$ cat src/rtl/alu_divider.sv
// alu_divider: multi-cycle restoring integer divider, one trial subtraction per cycle.
// Define SIGNED_DIV_EN to honour signed_op (two's-complement divide); otherwise unsigned only.
module alu_divider #(
    parameter int WIDTH = 32
) (
    input  logic             clk,
    input  logic             rst_n,
    input  logic             start,
    input  logic             signed_op,
    input  logic [WIDTH-1:0] dividend,
    input  logic [WIDTH-1:0] divisor,
    output logic             busy,
    output logic             done,
    output logic [WIDTH-1:0] quotient,
    output logic [WIDTH-1:0] remainder,
    output logic             div_by_zero
);

    localparam int CW = $clog2(WIDTH);
    localparam logic [CW-1:0]    CNT_LOAD = CW'(WIDTH - 1);
    localparam logic [CW-1:0]    CNT_ONE  = CW'(1);
    localparam logic [WIDTH-1:0] ONE_W    = WIDTH'(1);

    localparam logic [1:0] ST_IDLE = 2'd0;
    localparam logic [1:0] ST_RUN  = 2'd1;
    localparam logic [1:0] ST_FIX  = 2'd2;
    localparam logic [1:0] ST_DONE = 2'd3;

    logic [1:0]       state_r;
    logic [CW-1:0]    cnt_r;
    logic [WIDTH-1:0] rem_r;
    logic [WIDTH-1:0] quo_r;
    logic [WIDTH-1:0] div_r;
    logic [WIDTH-1:0] dividend_r;
    logic             dz_r;

    logic             accept_s;
    logic [WIDTH-1:0] a_mag_s;
    logic [WIDTH-1:0] b_mag_s;
    logic [WIDTH:0]   rem_sh_s;
    logic [WIDTH+1:0] trial_s;
    logic             trial_ok_s;
    logic [WIDTH-1:0] quo_fix_s;
    logic [WIDTH-1:0] rem_fix_s;
    logic             unused_s;

    assign accept_s = (state_r == ST_IDLE) && start;

    // Trial subtraction: invert divisor, carry-in 1; MSB set means the difference went negative.
    assign rem_sh_s   = {rem_r, quo_r[WIDTH-1]};
    assign trial_s    = {1'b0, rem_sh_s} + {1'b1, 1'b1, ~div_r} + {{(WIDTH+1){1'b0}}, 1'b1};
    assign trial_ok_s = ~trial_s[WIDTH+1];

`ifdef SIGNED_DIV_EN
    logic q_neg_s;
    logic r_neg_s;
    logic q_neg_r;
    logic r_neg_r;

    function automatic logic [WIDTH-1:0] negate(input logic [WIDTH-1:0] v);
        return ~v + ONE_W;
    endfunction

    function automatic logic [WIDTH-1:0] magnitude(input logic [WIDTH-1:0] v);
        if (v[WIDTH-1]) begin
            return negate(v);
        end else begin
            return v;
        end
    endfunction

    // Operand magnitudes and result signs; MIN / -1 needs no special case since
    // |MIN| / 1 negated wraps back to MIN with a zero remainder.
    always_comb begin
        a_mag_s = dividend;
        b_mag_s = divisor;
        q_neg_s = 1'b0;
        r_neg_s = 1'b0;
        if (signed_op) begin
            a_mag_s = magnitude(dividend);
            b_mag_s = magnitude(divisor);
            q_neg_s = dividend[WIDTH-1] ^ divisor[WIDTH-1];
            r_neg_s = dividend[WIDTH-1];
        end else begin
            a_mag_s = dividend;
            b_mag_s = divisor;
        end
    end

    // Sign correction applied to the unsigned result in FIX.
    always_comb begin
        quo_fix_s = quo_r;
        rem_fix_s = rem_r;
        if (q_neg_r) begin
            quo_fix_s = negate(quo_r);
        end else begin
            quo_fix_s = quo_r;
        end
        if (r_neg_r) begin
            rem_fix_s = negate(rem_r);
        end else begin
            rem_fix_s = rem_r;
        end
    end

    // Result sign flags captured with the operands.
    always_ff @(posedge clk or negedge rst_n) begin
        if (!rst_n) begin
            q_neg_r <= 1'b0;
            r_neg_r <= 1'b0;
        end else if (accept_s) begin
            q_neg_r <= q_neg_s;
            r_neg_r <= r_neg_s;
        end else begin
            q_neg_r <= q_neg_r;
            r_neg_r <= r_neg_r;
        end
    end

    assign unused_s = trial_s[WIDTH];
`else
    assign a_mag_s   = dividend;
    assign b_mag_s   = divisor;
    assign quo_fix_s = quo_r;
    assign rem_fix_s = rem_r;
    assign unused_s  = trial_s[WIDTH] ^ signed_op;
`endif

    // Control FSM, shift/subtract datapath and registered result outputs.
    always_ff @(posedge clk or negedge rst_n) begin
        if (!rst_n) begin
            state_r     <= ST_IDLE;
            cnt_r       <= {CW{1'b0}};
            rem_r       <= {WIDTH{1'b0}};
            quo_r       <= {WIDTH{1'b0}};
            div_r       <= {WIDTH{1'b0}};
            dividend_r  <= {WIDTH{1'b0}};
            dz_r        <= 1'b0;
            busy        <= 1'b0;
            done        <= 1'b0;
            quotient    <= {WIDTH{1'b0}};
            remainder   <= {WIDTH{1'b0}};
            div_by_zero <= 1'b0;
        end else begin
            case (state_r)
                ST_IDLE: begin
                    done <= 1'b0;
                    if (start) begin
                        dividend_r <= dividend;
                        quo_r      <= a_mag_s;
                        div_r      <= b_mag_s;
                        rem_r      <= {WIDTH{1'b0}};
                        dz_r       <= (divisor == {WIDTH{1'b0}});
                        cnt_r      <= CNT_LOAD;
                        busy       <= 1'b1;
                        state_r    <= ST_RUN;
                    end
                end
                ST_RUN: begin
                    rem_r <= trial_ok_s ? trial_s[WIDTH-1:0] : rem_sh_s[WIDTH-1:0];
                    quo_r <= {quo_r[WIDTH-2:0], trial_ok_s};
                    cnt_r <= cnt_r - CNT_ONE;
                    if (cnt_r == {CW{1'b0}}) begin
                        state_r <= ST_FIX;
                    end
                end
                ST_FIX: begin
                    quotient    <= dz_r ? {WIDTH{1'b1}} : quo_fix_s;
                    remainder   <= dz_r ? dividend_r : rem_fix_s;
                    div_by_zero <= dz_r;
                    done        <= 1'b1;
                    state_r     <= ST_DONE;
                end
                ST_DONE: begin
                    done    <= 1'b0;
                    busy    <= 1'b0;
                    state_r <= ST_IDLE;
                end
                default: begin
                    done    <= 1'b0;
                    busy    <= 1'b0;
                    state_r <= ST_IDLE;
                end
            endcase
        end
    end

endmodule

$ cat config.mk
export PLATFORM = sky130hd
export DESIGN_NAME = alu_divider
export DESIGN_NICKNAME = d
export VERILOG_FILES = /design/src/rtl/alu_divider.sv
export SDC_FILE = /design/constraint.sdc
export NUM_CORES = 1
export LEC_CHECK = 0
export ABC_AREA = 1
export BUFFER_PORTS_ARGS = -buffer_cell sky130_fd_sc_hd__buf_2
export CORE_UTILIZATION = 50
export CTS_CLUSTER_SIZE = 8
export DETAILED_ROUTE_END_ITERATION = 7
export PLACE_DENSITY = 0.81
export RECOVER_POWER = 25
export SYNTH_ARGS = -nofsm -noshare
export SYNTH_HDL_FRONTEND = slang
export SYNTH_SLANG_ARGS = --single-unit
export TNS_END_PERCENT = 5
$ cat constraint.sdc
create_clock -name clk -period 4.23 [get_ports clk]
set_input_delay 0.423 -clock clk [delete_from_list [all_inputs] [get_ports clk]]
set_output_delay 0.423 -clock clk [all_outputs]
set_load 0.02 [all_outputs]
==> results.tsv, run 1 <==
stage	metric	value	unit
final_layout	drive_gt1_share	13.1	%
placed_design	globalplace.congestion	0.916	
die	die_y	154	um
setup_path	critPathKind	primary input to asynchronous set/reset pin	
setup_path	worstPathArrival	3250	ps
synthesis	synth_edf_count	0	
timing	hold_viol	0	
final_layout	register_area	5080	um^2
drt	wirelength	30.7	mm
drt	drc_errors	0	
run	maxCapViolCount	1	
clock_network	cts_resized	0	
timing	period_share	64.8	%
timing	relSlewSlack	-83.8	%
global_route	grt_pass1_vias	10307	
setup_path	critPathCaptureType	asynchronous set/reset pin	
power	finalPower	0.0130	W
synthesis	syn-instance-count	1595	
status	violations	capacitance limit, slew limit	
synthesis	yosys.cell_types.count	43	
drt	drtIter0Drc	794	
timing	setup_violations	0	
global_route	grt_overflow	0	
final_layout	layout.cells.non_filler	1992	
clock_network	root_buffer	clkbuf_16	
global_route	antenna_found_initial	1	
synthesis	synth_seq_cells	203	
power	powerDensity	983	nW/um^2
synthesis	yosysSeqAreaShare	43.8	%
die	die_area	23800	um^2
clock_network	cts_buffer_depth	3	
final_layout	multiInputGateArea	5340	um^2
die	fp.dieW	154	um
final_layout	nets	1813	
timing	maxSlewViolCount	110	
placed_design	io_buffer_count	133	
clock_network	cts_inserted_buffers	29	
status	outcome	finished with violations	
drt	antenna_left	0	
synthesis	yosysTopAreaCell	dfrtp_1	
die	pin_count	135	
synthesis	synth_nets	1703	
synthesis	ys_async_sr_fraction	100	%
drt	wire_per_inst	15.4	um
timing	max_freq	365	MHz
synthesis	yosysTopAreaCellShare	43.8	%
die	rows	55	
clock_network	postCtsSetupBuffers	0	
timing	rsz0062_at_grt	false	
timing	min_period	2740	ps
timing	hold_slack	109	ps
global_route	grt_max_degree	110	
clock_network	cts_tree	done	
synthesis	synthesis.area	11600	um^2
drt	vias	10459	
setup_path	slowest_delay	1860	ps
die	initial_core_util	51.0	%
synthesis	synth_area_per_cell	7.27	um^2
clock_network	clk_pin_slew	50	ps
power	p_leak	7.02	nW
setup_path	cp_max_fo	109	
setup_path	required	4740	ps
setup_path	start_kind	primary input	
synthesis	ys.warnings.count	0	
clock_network	hold_buffers	0	
placed_design	dp.final_hpwl	22.5	mm
synthesis	yosys-top-cells-area	dfrtp_1 (44%), nand2_1 (20%), inv_1 (7.4%)	
clock_network	htreeDepth	1	
global_route	grt_first_pass_wirelength	51.1	mm
drt	drtPass1Iterations	5	
clock_network	cts_sinks	203	
placed_design	place_inst	1959	
synthesis	synth_ff_type	dfrtp_1	
setup_path	crit_family	buffers and inverters	
die	core_area	22700	um^2
timing	worstMarginPinSlew	2760	ps
worst_hold_path	min_path_type	primary input to register	
final_layout	fillCellCount	2043	
setup_path	cp_cell_sequence	clkbuf_2 > clkbuf_1	
drt	vias_per_cell	5.25	
timing	finClkSkew	6.17	ps
clock_network	worst_skew_pair.late_latency	530	ps
power	vdd_drop_max	580	uV
timing	setup_tns	0	ps
setup_path	crit_slowest_cell	clkbuf_2	
global_route	grt_use_total	26.6	%
final_layout	syn_to_final_growth	13.7	%
setup_path	critPathBufInv	2	
## layout make-up
type | count | area share (%)
multi-input combinational | 1087 | 40.5
sequential | 203 | 38.6
inverter | 239 | 6.81
timing repair buffer | 145 | 5.71
clock buffer | 30 | 5.61
tap | 285 | 2.71
clock inverter | 2 | 0.104
antenna | 1 | 0.0190
## sequential cells by signal (all words and copies together) (netlist names)
signal       count
div_r           32
dividend_r      32
quo_fix_s       32
quotient        32
rem_fix_s       32
remainder       32
cnt_r            5
state_r          2
busy             1
div_by_zero      1
done             1
dz_r             1
## cells by family (layout without fill, tap and decap cells)
family          count (synthesis)  in the layout  synth area share [%]
simple gates                  826            826                  30.0
buf+inv                       305            416                  10.4
compound gates                206            206                  10.2
flops                         203            203                  43.8
fa+ha+maj                      40             40                  4.38
xor+xnor                       15             15                  1.13
other cells                     0              1                     0
## synth_stat cells (2+ instances only)
library cell	n
o21ai_1	12
xnor2_1	13
buf_4	3
a31oi_1	32
o21bai_1	2
ha_1	39
inv_1	227
nand3_1	79
a21oi_1	18
nor4_1	5
o21ai_0	104
nor2_4	2
o211ai_1	31
nor3_1	9
buf_1	2
a21oi_2	2
nand2_1	603
nand2_4	2
or2_2	2
nand3b_1	16
clkbuf_1	48
nand4_1	12
nor2_2	3
and2_1	2
buf_6	5
nand2_2	7
buf_2	8
xor2_1	2
nor2_1	72
dfrtp_1	203
inv_2	11
nand3_2	8
## power breakdown
part,switching [W],internal [W]
clock,0.000780,0.00121
sequential,0.000579,0.00291
combinational,0.00497,0.00250
total,0.00633,0.00663
## routing by layer
layer	wire length, um	vias up	part of all wire, %	GRT usage [%]
li1	-	5205	-	-
met1	13400	4911	44	36.0
met2	14400	286	47	44.6
met3	1990	55	6.5	3.95
met4	847	2	2.8	7.83
met5	12	-	0.039	0
## final timing paths
check | slack, ps | start | cells past startpoint | endpoint
setup / recovery | 1490 | rst_n | 2 | quo_fix_s[1]$_DFFE_PN0P_
hold / removal | 110 | dividend[7] | 3 | dividend_r[7]$_DFFE_PN0P_
setup reg to reg | 1630 | rem_fix_s[27]$_DFFE_PN0P_ | 10 | rem_fix_s[25]$_DFFE_PN0P_
hold reg to reg | 480 | dividend_r[17]$_DFFE_PN0P_ | 2 | dividend_r[17]$_DFFE_PN0P_
max in group clk | 1630 | rem_fix_s[27]$_DFFE_PN0P_ | 10 | rem_fix_s[25]$_DFFE_PN0P_
min in group asynchronous | 720 | rst_n | 1 | div_r[31]$_DFFE_PN0P_
## cell usage in the layout (no fill, tap or decap), types with 5 or more instances in the layout
master     netlist  final
a21oi_1         18     18
a31oi_1         32     32
buf_2            8    132
buf_4            3     11
clkbuf_16        0     29
dfrtp_1        203    203
ha_1            39     37
inv_1          227    227
inv_2           11     11
nand2_1        603    603
nand2_2          7      7
nand3_1         79     79
nand3_2          8      8
nand3b_1        16     16
nand4_1         12     12
nor2_1          72     71
nor3_1           9      9
nor4_1           5      5
o211ai_1        31     31
o21ai_0        104    104
o21ai_1         12     11
xnor2_1         13     13
## per-stage QoR
stage / instance area [um^2] / util, % / setup slack [ps]
finish: 13200 / 58.0 / 1490
detailed placement: 12400 / 54.7 / 1640
CTS: 13200 / 58.1 / 1620
floorplan: 11600 / - / 2340
global route: 13200 / 58.0 / 818
global placement: 12400 / 54.7 / 1650
No activity file was read; power rests on OpenSTA's default activity.
==> inputs of run 2 (changes only) <==
--- a/config.mk
+++ b/config.mk
@@ -10,7 +10,7 @@
 export CORE_UTILIZATION = 50
 export CTS_CLUSTER_SIZE = 8
 export DETAILED_ROUTE_END_ITERATION = 7
-export PLACE_DENSITY = 0.81
+export PLACE_DENSITY = 0.84
 export RECOVER_POWER = 25
 export SYNTH_ARGS = -nofsm -noshare
 export SYNTH_HDL_FRONTEND = slang
==> constraint.sdc (replaced) <==
create_clock -name clk -period 2.51 [get_ports clk]
set_input_delay 0.251 -clock clk [delete_from_list [all_inputs] [get_ports clk]]
set_output_delay 0.251 -clock clk [all_outputs]
set_load 0.02 [all_outputs]
==> run 2 against run 1 <==
- the flow now finishes without violations
- die area did not move
- non-clock buffer count rose by 62
- sequential cell count did not move
- count of clock-buffer cells in the layout did not move
- critical path type is now register to register
- critical endpoint is now rem_fix_s[29]$_DFFE_PN0P_
==> results.tsv, run 2 (synthesis results as in run 1) <==
stage	metric	value	unit	change
worst_hold_path	min_path_type	primary input to register		
global_route	grt_pass1_vias	10851		+5.3%
drt	vias	11039		+5.5%
final_layout	final_cell_mix	nand2_1 (603), inv_1 (227), dfrtp_1 (203)		
setup_path	critPathCaptureType	register		
placed_design	io_buffer_count	133		unchanged
status	outcome	finished, final reports clean		
final_layout	register_area	5080	um^2	unchanged
worst_hold_path	holdPathStages	3		unchanged
clock_network	worst_skew_pair.late_latency	520	ps	about the same
worst_hold_path	min_from	divisor[8]		
die	rows	55		unchanged
setup_path	start_kind	register		
die	fp.dieW	154	um	unchanged
setup_path	critPathKind	register to register		
clock_network	cts_tree	done		
timing	setup_violations	0		unchanged
final_layout	syn_to_final_growth	18.9	%	
clock_network	htreeDepth	1		unchanged
setup_path	worstPathArrival	2680	ps	-570 ps
power	finalPower	0.0224	W	+73%
drt	wire_per_inst	16.1	um	+4.4%
timing	hold_viol	0		unchanged
setup_path	required	2920	ps	-1820 ps
drt	top_layer	met4		
drt	wl_met2	15.9	mm	+10%
timing	period_share	90.5	%	
die	pin_count	135		unchanged
clock_network	cts_sinks	203		unchanged
global_route	grt_first_pass_wirelength	54.1	mm	+5.8%
timing	maxSlewViolCount	0		-100%
die	die_y	154	um	unchanged
final_layout	multiInputGateArea	5340	um^2	unchanged
timing	relSlewSlack	24.9	%	+110 points
die	die_area	23800	um^2	unchanged
setup_path	r2r_end	rem_fix_s[29]$_DFFE_PN0P_		
drt	vias_per_cell	5.38		+2.5%
power	p_leak	7.30	nW	+4.0%
timing	finClkSkew	5.98	ps	-0.192 ps
final_layout	fillCellCount	1862		-8.9%
final_layout	layout_commonest_cell	nand2_1		
worst_hold_path	hold_path_end	div_r[8]$_DFFE_PN0P_		
placed_design	dp.final_hpwl	23.1	mm	+2.9%
setup_path	r2r_slack	240	ps	-1390 ps
timing	worstMarginPinSlew	1130	ps	-1630 ps
drt	wirelength	33.0	mm	+7.6%
final_layout	nets	1875		+3.4%
timing	rsz0062_at_grt	false		
run	maxCapViolCount	0		-1
drt	drtPass1Iterations	5		unchanged
timing	setup_tns	0	ps	unchanged
global_route	grt_overflow	0		unchanged
timing	max_freq	440	MHz	
clock_network	cts_inserted_buffers	29		unchanged
die	initial_core_util	51.0	%	unchanged
drt	wl_met3	2.11	mm	+6.1%
drt	drtIter0Drc	821		+3.4%
clock_network	clk_pin_slew	50	ps	about the same
final_layout	n_antenna_cell	0		-1
clock_network	cts_buffer_depth	3		unchanged
clock_network	root_buffer	clkbuf_16		
setup_path	r2r_cells	14		+4
power	vdd_drop_max	858	uV	+48%
drt	drc_errors	0		unchanged
drt	m1WireLength	13.8	mm	+2.7%
timing	min_period	2270	ps	
power	powerDensity	1630	nW/um^2	+66%
placed_design	globalplace.congestion	0.938		+2.4%
die	core_area	22700	um^2	unchanged
setup_path	cp_max_fo	4		-96%
final_layout	drive_gt1_share	13.6	%	+0.51 points
drt	antenna_left	0		unchanged
global_route	antenna_found_initial	0		-1
global_route	grt_max_degree	66		-40%
clock_network	postCtsSetupBuffers	0		unchanged
setup_path	r2r-start	div_r[1]$_DFFE_PN0P_		
global_route	grt_use_total	28.3	%	+1.7 points
[run 2: cell count changes in the layout (fill, tap and decap cells not counted), sizes merged]
cell	change
clkbuf	+1
inv	-1
buf	+16
diode	-1
dlygate4sd3	+45
[run 2: routing by layer]
layer,track usage (%),up-vias
met5,0,-
li1,-,5325
met4,11.2,0
met2,49.0,406
met1,36.1,5226
met3,3.75,82
[run 2: worst max-delay path by stage]
stage / startpoint / to / slack (ps) / depth (start not counted)
finish: div_r[1]$_DFFE_PN0P_ / rem_fix_s[29]$_DFFE_PN0P_ / 240 / 14
global route: rst_n / rem_fix_s[6]$_DFFE_PN0P_ / 50 / 3
CTS: rem_fix_s[18]$_DFFE_PN0P_ / rem_fix_s[6]$_DFFE_PN0P_ / 270 / 12
detailed placement: rem_fix_s[18]$_DFFE_PN0P_ / rem_fix_s[6]$_DFFE_PN0P_ / 280 / 12
global placement: rem_fix_s[27]$_DFFE_PN0P_ / rem_fix_s[25]$_DFFE_PN0P_ / 310 / 10
floorplan: rem_fix_s[29]$_DFFE_PN0P_ / rem_fix_s[27]$_DFFE_PN0P_ / 620 / 12
[run 2: repair_timing]
| item | in CTS | in global routing |
|---|---|---|
| resized for setup | 0 | 0 |
| endpoints found under the hold margin | 90 | 0 |
| hold buffers | 45 | 0 |
[run 2: report_power, final]
part	total (W)	internal, W	switching [W]
clock network	0.00330	0.00203	0.00127
logic	0.0133	0.00453	0.00875
registers	0.00586	0.00491	0.000950
total	0.0224	0.0115	0.0110
[run 2: layout make-up]
| type | instances | share of cell area [%] |
|---|---|---|
| clock buffers | 30 | 5.36 |
| inverters | 239 | 6.51 |
| flip-flops and latches | 203 | 36.9 |
| clock inverters | 1 | 0.0363 |
| repair buffers | 207 | 9.95 |
| well taps | 285 | 2.59 |
| multi-input cells | 1087 | 38.7 |
[run 2: worst max-delay path: stages (launching register included)]
cell and delay (ps):
dfrtp_1 420, inv_1 60, ha_1 320, nand3_1 100
nand3_1 260, nand2_1 130, nand2_1 140, nand2_1 90
nand2_1 160, nand2_1 130, nand2_1 60, nand2_1 60
nand3_1 80, nand2_1 80, nand2_1 50
[run 2: stage by stage]
| step | hold slack [ps] | setup slack [ps] | util, % | cell area, um^2 | instances |
|---|---|---|---|---|---|
| 6_report | 12.1 | 239 | 60.7 | 13800 | 2052 |
| 5_1_grt | 35.9 | 49.6 | 60.7 | 13800 | 2052 |
| 4_1_cts | 3.69 | 266 | 60.8 | 13800 | 2052 |
| 3_5_place_dp | 216 | 278 | 55.6 | 12600 | 1976 |
| 3_3_place_gp | 214 | 308 | 55.6 | 12600 | 1976 |
| 2_1_floorplan | -44.6 | 622 | - | 11600 | 1595 |
